### src/rtl/pla_misg_event_capture.sv
// Glitch-filtered capture of the misg PLA output vector into a small FWFT record FIFO.
// Define PLA_MISG_CAP_TIMESTAMP_EN to add a free-running timestamp to every record (out_stamp).
module pla_misg_event_capture #(
    parameter int unsigned STABLE_CYCLES = 2,
    parameter int unsigned DEPTH         = 4,
    parameter logic [22:0] INIT_VECTOR   = 23'h000000,
    parameter int unsigned TS_W          = 16
) (
    input  logic            clk,
    input  logic            rst,
    input  logic [22:0]     z_in,
    input  logic            sample_en,
    output logic            out_valid,
    input  logic            out_ready,
    output logic [22:0]     out_data,
    output logic [22:0]     out_mask,
`ifdef PLA_MISG_CAP_TIMESTAMP_EN
    output logic [TS_W-1:0] out_stamp,
`endif
    output logic [4:0]      fifo_level,
    output logic            overflow,
    input  logic            clear_overflow
);

    localparam int          AW      = $clog2(DEPTH);
    localparam logic [3:0]  STABLE  = 4'(STABLE_CYCLES);
    localparam logic [4:0]  DEPTH_L = 5'(DEPTH);

    logic [22:0]   s0_reg;
    logic [22:0]   cand_reg;
    logic [22:0]   accepted_reg;
    logic [3:0]    cnt_reg;
    logic [AW-1:0] rd_ptr_reg;
    logic [AW-1:0] wr_ptr_reg;
    logic [4:0]    level_reg;
    logic          overflow_reg;

    logic [22:0]   data_mem [DEPTH];
    logic [22:0]   mask_mem [DEPTH];

    logic          push_req;
    logic          pop;
    logic          full;
    logic          push_ok;
    logic          drop;

    // A candidate that has survived STABLE_CYCLES extra matching samples and differs from the last accepted value.
    always_comb begin
        push_req = sample_en && (s0_reg == cand_reg) && (cnt_reg == STABLE) && (cand_reg != accepted_reg);
        full     = (level_reg == DEPTH_L);
        pop      = out_valid && out_ready;
        push_ok  = push_req && (!full || pop);
        drop     = push_req && full && !pop;
    end

    always_ff @(posedge clk or posedge rst) begin
        if (rst) begin
            s0_reg       <= '0;
            cand_reg     <= '0;
            cnt_reg      <= '0;
            accepted_reg <= INIT_VECTOR;
        end else if (sample_en) begin
            s0_reg <= z_in;
            if (s0_reg != cand_reg) begin
                cand_reg <= s0_reg;
                cnt_reg  <= '0;
            end else if (cnt_reg < STABLE) begin
                cnt_reg <= cnt_reg + 4'd1;
            end else if (cand_reg != accepted_reg) begin
                // Accepted even when the record is dropped, so the next mask is relative to it.
                accepted_reg <= cand_reg;
            end
        end
    end

    always_ff @(posedge clk or posedge rst) begin
        if (rst) begin
            rd_ptr_reg   <= '0;
            wr_ptr_reg   <= '0;
            level_reg    <= '0;
            overflow_reg <= 1'b0;
        end else begin
            if (push_ok) wr_ptr_reg <= wr_ptr_reg + AW'(1);
            if (pop)     rd_ptr_reg <= rd_ptr_reg + AW'(1);
            unique case ({push_ok, pop})
                2'b10:   level_reg <= level_reg + 5'd1;
                2'b01:   level_reg <= level_reg - 5'd1;
                default: level_reg <= level_reg;
            endcase
            if (drop)
                overflow_reg <= 1'b1;
            else if (clear_overflow)
                overflow_reg <= 1'b0;
        end
    end

    always_ff @(posedge clk) begin
        if (push_ok) begin
            data_mem[wr_ptr_reg] <= cand_reg;
            mask_mem[wr_ptr_reg] <= cand_reg ^ accepted_reg;
        end
    end

    always_comb begin
        out_valid  = (level_reg != 5'd0);
        out_data   = out_valid ? data_mem[rd_ptr_reg] : '0;
        out_mask   = out_valid ? mask_mem[rd_ptr_reg] : '0;
        fifo_level = level_reg;
        overflow   = overflow_reg;
    end

`ifdef PLA_MISG_CAP_TIMESTAMP_EN
    logic [TS_W-1:0] ts_reg;
    logic [TS_W-1:0] stamp_mem [DEPTH];

    always_ff @(posedge clk or posedge rst) begin
        if (rst)
            ts_reg <= '0;
        else
            ts_reg <= ts_reg + TS_W'(1);
    end

    always_ff @(posedge clk) begin
        if (push_ok)
            stamp_mem[wr_ptr_reg] <= ts_reg;
    end

    always_comb begin
        out_stamp = out_valid ? stamp_mem[rd_ptr_reg] : '0;
    end
`endif

endmodule
### config.mk
export PLATFORM = sky130hd
export DESIGN_NAME = pla_misg_event_capture
export DESIGN_NICKNAME = d
export VERILOG_FILES = /design/src/rtl/pla_misg_event_capture.sv
export SDC_FILE = /design/constraint.sdc
export NUM_CORES = 1
export LEC_CHECK = 0
export CAP_MARGIN = 10
export CELL_PAD_IN_SITES_DETAIL_PLACEMENT = 1
export CELL_PAD_IN_SITES_GLOBAL_PLACEMENT = 2
export CORE_AREA = 10 10 163 165
export CTS_BUF_LIST = sky130_fd_sc_hd__clkbuf_8
export DETAILED_ROUTE_END_ITERATION = 8
export DIE_AREA = 0 0 173 175
export PLACE_DENSITY_LB_ADDON = 0.1
export SYNTH_ARGS = -nofsm -noshare
export SYNTH_HDL_FRONTEND = slang
export SYNTH_SLANG_ARGS = --single-unit
### constraint.sdc
create_clock -name clk -period 5.73 [get_ports clk]
set_clock_uncertainty 0.05 [all_clocks]
set_input_delay 1.146 -clock clk [delete_from_list [all_inputs] [get_ports clk]]
set_output_delay 1.146 -clock clk [all_outputs]
set_load 0.03 [all_outputs]
==> impl_results.md, run 1 <==
- Status: finished clean
- Fraction of layout cells with a size suffix above 1: between 20 and 30%
- Worst hold-check path type: flop to flop
- Cells after synthesis: 584
- Initial DRC count: about 260
- Cell taking the most area after synthesis: edfxtp_1
- Vias per cell: between 5 and 6
- Sequential area share after synthesis: 69.1%
- Distinct cells, synth: 47
- I/O pins: 81
- DIE HEIGHT: approximately 180 um
- Area post-placement: 12200 sq um
- Crit path DAT: 3.25 ns
- Grt ovf: 0
- Fin nets: 735
- PD cells: just over 300 nW/um^2
- R2r setup slk: between 2 and 2.5 ns
- Worst IR Drop VDD: ~170 uV
- Mapped Area: 11000 sq um
- Vias: 5486
- Worst-path maximum fanout: 25
- Crit share post-route: approximately 78%
- Total core area: ~23000 sq um
- Final worst setup slack: 1.29 ns
- Reg clk slew, reported paths: about 0.060 ns
- Pre-CTS setup slack: ~1.3 ns
- DP HPWL: roughly 16000 um
- Largest net degree at the start of global routing: 47
- Effective utilization at floorplan: 47.3%
- XOR/XNOR Fraction of Synth Area: approximately 4.2%
- Vias in the first global route: ~6200
- Simple-gate share of the synthesized area: 5.47%
- Syn avg cell area: between 15 and 20 sq um
- Final hold viol count: 0
- Unrepaired setup endpoints after global routing: false
- Post-CTS Setup Repair Bufs: 0
- Root Buffer: clkbuf_8
- Synth Warn #: 0
- Crit end category: output pin
- Remaining DRCs: 0
- IO buf count: 80
- Layout fillers: about 2100
- Switch Pwr: between 900 and 1000 uW
- Cell Int Power: 3110 uW
- FF+latch count, synth: around 270
- Multi-input combinational cell area: around 3200 sq um
- Seq. cell area: 7600 sq um
- Post-layout util: a little under three fifths
- Biggest regs: data_mem: 92 flops, mask_mem: 92 flops
- Static Leak: approximately 0.0047 uW
- Total CTS buffers: 43
- Synth Area in Compound Gates: less than 1%
- Max Cap Violations: 0
- Critical Path Source Type: flop
- Initial antenna violation count: 0
- Clock Power Share: between 30% and 40%
- CTS tree: built
- Clk sinks: about 270
- Comb power frac: approximately 4.7%
- Clock Path Buffers: 3
- Top cells by area, synth: edfxtp_1 50%, dfrtp_1 19%, mux4_2 9.4%
- Die width: 173 um
- Fin. max-slew vios: 0
- First drt pass iteration count: 4
- Max-slew headroom: 36.3%
- # setup viols final: 0
- Worst slew pin tran: between 0.9 and 1 ns
- Total nets after synthesis: 622
- Adder-cell share of the synthesized area: approximately 1.2%
- WL per Instance: between 20 and 25 um
- Maximum clock rate: roughly 0.23 GHz
- Largest family of logic cells by synthesized area: multiplexers
- Worst-Skew Late Latency: 0.53 ns
- GP Congestion: 0.746
- Number of buffers inserted by hold repair at cts: 0
- Synth top area share: approximately half
- Post-Layout Inst Area: 13000 sq um
- Die area: ~30000 sq um
- Fin crit period: between 4 and 5 ns
- Required time of the critical path: 4.53 ns
- Total Routed Length: between 20000 and 25000 um
- H-tree depth: 2
- Setup TNS: 0 ns
- Multiplexer share of the synthesized area: around 18%
- Post_cts resized: 0
- Gr usage total: approximately 16%
- First-pass GRT wire length: ~37000 um
- Row Count: 56
- Seq pwr share: between 50% and 60%
- N_diodes: 0
- Post-route ant nets: 0
- Switching Share: 22.8%
- Power, Total: about 4000 uW
- Worst Setup Path Type: flop to output pin
- Area grow syn2layout: 18.2%
[worst max-delay path, cell delays in order, from the launching register on]
cell,delay (ns)
dfrtp_2,0.96
buf_4,0.43
mux4_2,0.55
nor2b_1,0.15
clkdlybuf4s50_1,0.61
[per-stage QoR]
step                cells  hold WS, ns
global route         1047        0.495
detailed placement    971        0.465
global placement      971        0.457
floorplan             584        0.428
CTS                  1047        0.478
finish               1047        0.463
[synthesized netlist by cell type, drive strengths merged]
library cell and instances:
edfxtp 184, dfrtp 83, mux2 73, nor2b 47, mux4 46, xor2 44, buf 14, clkbuf 9
ha 9, nor4 9, xnor2 9, nand2 8, inv 7, and2 6, nor2 6, nand3 3
nor3 3, or4 3, a21o 2, a21oi 2, and3 2, nand4 2, o21ai 2, a2111oi 1
and4 1, fa 1, mux2i 1, o21a 1, o21bai 1, o22ai 1, o31ai 1, or2 1
or3 1, or3b 1
[kinds of logic after synthesis]
group | after synthesis
AND/OR/NAND/NOR | 93
XOR/XNOR | 53
multiplexers | 120
AO/OA/AOI/OAI | 11
buffers and inverters | 30
adder cells (fa/ha/maj) | 10
flip-flops | 267
[final timing paths]
check                                                from                        end  cells past startpoint
worst max-delay path            rd_ptr_reg[0]$_DFFE_PP0N_               out_mask[12]                      4
worst min-delay path            fifo_level[4]$_DFFE_PP0P_  fifo_level[4]$_DFFE_PP0P_                      1
worst max register to register   cand_reg[21]$_DFFE_PP0P_   mask_mem[0][9]$_DFFE_PP_                      7
worst min register to register  fifo_level[4]$_DFFE_PP0P_  fifo_level[4]$_DFFE_PP0P_                      1
max in group asynchronous                             rst    cand_reg[7]$_DFFE_PP0P_                      3
min in group asynchronous                             rst   cand_reg[17]$_DFFE_PP0P_                      2
[cell type report]
cell class | instances | share of cell area [%]
multi-input cells | 287 | 25.0
clock inverters | 30 | 1.63
repair buffers | 91 | 6.79
flip-flops and latches | 267 | 58.5
well taps | 319 | 3.07
inverters | 7 | 0.212
clock buffers | 46 | 4.87
[metal layers]
layer	wire length [um]	global-route usage, %	part of all wire (%)	vias up
met5	0	0	0	-
met1	10400	20.4	44	2886
li1	-	-	-	2454
met3	1060	3.49	4.5	27
met2	11700	25.8	50	119
met4	334	3.99	1.4	0
[layout by cell type (no fill, tap or decap), types with 7 or more instances in the layout]
cell type and instances:
edfxtp_1 184, dfrtp_1 81, clkdlybuf4s50_1 80, mux2_2 49, nor2b_1 47, mux4_2 46
clkbuf_8 46, xor2_1 44, mux2_4 21, inv_1 14, clkinv_2 11, buf_4 11
xnor2_1 9, ha_1 9, clkinv_1 7
[power groups by stage]
stage	combinational, uW	clock [uW]	sequential, uW
floorplan	125	0	2240
global placement	185	0	2270
detailed placement	194	0	2280
CTS	195	1650	2240
global route	210	1740	2250
finish	188	1610	2240
Power figures use the tool's default switching activity.
==> inputs of run 2 (changes only) <==
Settings changed: CORE_AREA 10 10 163 165 to 10 10 166 168, DIE_AREA 0 0 173 175 to 0 0 176 178.
Clock period 5.73 ns to 4.64 ns, I/O delays scaled along.
==> impl_results.md, run 2 (synthesis results as in run 1) <==
- Vias in the first global route: between 6000 and 7000
- Most common cell after layout, fill and taps aside: edfxtp_1
- Post_cts resized: 0
- IO buf count: 80
- Vias per cell: a little over 5
- Biggest regs: data_mem: 92 flops, mask_mem: 92 flops
- CTS tree: built
- Critical Path Source Type: flop
- Initial antenna violation count: 0
- Root Buffer: clkbuf_8
- Die width: between 150 and 200 um
- Worst Setup Path Type: flop to output pin
- Initial DRC count: 185
- Static Leak: roughly 0.0047 uW
- # setup viols final: 0
- Post-layout util: between 50% and 60%
- H-tree depth: 2
- Maximum clock rate: approximately 0.25 GHz
- WL per Instance: between 20 and 25 um
- Status: finished clean
- Worst-path maximum fanout: 31
- Worst IR Drop VDD: 212 uV
- Total CTS buffers: 45
- I/O pins: 81
- Number of buffers inserted by hold repair at cts: 0
- Vias: between 5000 and 6000
- Crit share post-route: 86.1%
- Total Routed Length: between 20000 and 25000 um
- Most frequent cells in the layout: 184 x edfxtp_1, 81 x dfrtp_1, 80 x clkdlybuf4s50_1
- Area grow syn2layout: 18.6%
- Worst-Skew Late Latency: roughly 0.55 ns
- First drt pass iteration count: 4
- Setup TNS: 0 ns
- Post-Layout Cell Count: 1059
- Max Cap Violations: 0
- Reg clk slew, reported paths: around 0.06 ns
- Die area: between 30000 and 40000 sq um
- DP HPWL: 15800 um
- Fin. max-slew vios: 0
- First-pass GRT wire length: ~37000 um
- Gr usage total: 15.3%
- Unrepaired setup endpoints after global routing: false
- Fraction of layout cells with a size suffix above 1: ~29%
- Crit path DAT: about 3.0 ns
- Required time of the critical path: around 3.7 ns
- Post-route ant nets: 0
- Clk sinks: approximately 270
- PD cells: around 370 nW/um^2
- Clock Path Buffers: 3
- N_diodes: 0
- Post-CTS Setup Repair Bufs: 0
- DIE HEIGHT: 178 um
- Largest net degree at the start of global routing: 47
- Fin nets: between 700 and 800
- GP Congestion: about 0.73
- Final hold viol count: 0
- Remaining DRCs: 0
- Row Count: 57
- Total core area: between 20000 and 25000 sq um
- Effective utilization at floorplan: a little under half
- Dpl cells: ~980
- Max-slew headroom: between 40% and 50%
- Worst Hold Slack: between 0.4 and 0.5 ns
- Crit end category: output pin
- Worst slew pin tran: between 0.8 and 0.9 ns
- Fin crit period: roughly 4 ns
- Grt ovf: 0
- Worst hold-check path type: flop to flop
## run 2: cell types whose count changed in the layout (fill, tap and decap cells not counted), moves of 2 or more
cell / previous run / this run
bufinv_16: 3 / 0
buf_12: 0 / 4
clkinv_1: 7 / 5
inv_1: 14 / 24
clkbuf_8: 46 / 50
clkinv_2: 11 / 7
## run 2: per-stage QoR
step	area, sq um	power [uW]	worst slack [ns]
6_report	13100	4880	0.646
3_3_place_gp	12200	3040	1.07
2_1_floorplan	11000	2920	1.35
4_1_cts	13100	4950	0.542
3_5_place_dp	12200	3060	0.985
5_1_grt	13100	5090	0.407
## run 2: cell type report
class	instances	area [sq um]
Clock buffer	50	688
Clock inverter	30	124
Fill cell	2250	11100
Inverter	7	27.5
Multi-Input combinational cell	287	3250
Sequential cell	267	7600
Tap cell	324	405
Timing Repair Buffer	94	956
## run 2: worst paths after layout
| path | start | slack [ns] | cells past startpoint | to |
|---|---|---|---|---|
| worst max-delay path | fifo_level[0]$_DFFE_PP0P_ | 0.65 | 5 | out_valid |
| worst max register to register | cand_reg[18]$_DFFE_PP0P_ | 1.08 | 11 | fifo_level[4]$_DFFE_PP0P_ |
| worst min register to register | fifo_level[4]$_DFFE_PP0P_ | 0.46 | 1 | fifo_level[4]$_DFFE_PP0P_ |
| worst min-delay path | fifo_level[4]$_DFFE_PP0P_ | 0.46 | 1 | fifo_level[4]$_DFFE_PP0P_ |
| min in group asynchronous | rst | 0.80 | 2 | s0_reg[19]$_DFFE_PP0P_ |
| max in group asynchronous | rst | 2.70 | 3 | s0_reg[7]$_DFFE_PP0P_ |
## run 2: critical path, stage by stage (launching register included)
cell and delay (ns):
dfrtp_1 0.45, or4_1 0.63, nor2_4 0.44, buf_12 0.25, inv_1 0.08, clkdlybuf4s50_1 0.61
## run 2: power by group
group	leakage (uW)	switching [uW]	internal [uW]	total (uW)
registers	0.00270	110	2660	2770
logic	0.00155	129	106	235
clock network	0.000487	894	983	1880
total	0.00474	1130	3750	4880
## run 2: routing by layer
metal,track usage (%),up-vias,routed length [um]
met1,19.3,2867,9990
met3,3.62,28,1180
li1,-,2462,-
met4,4.34,0,352
met2,26.1,128,11900
met5,0,-,0
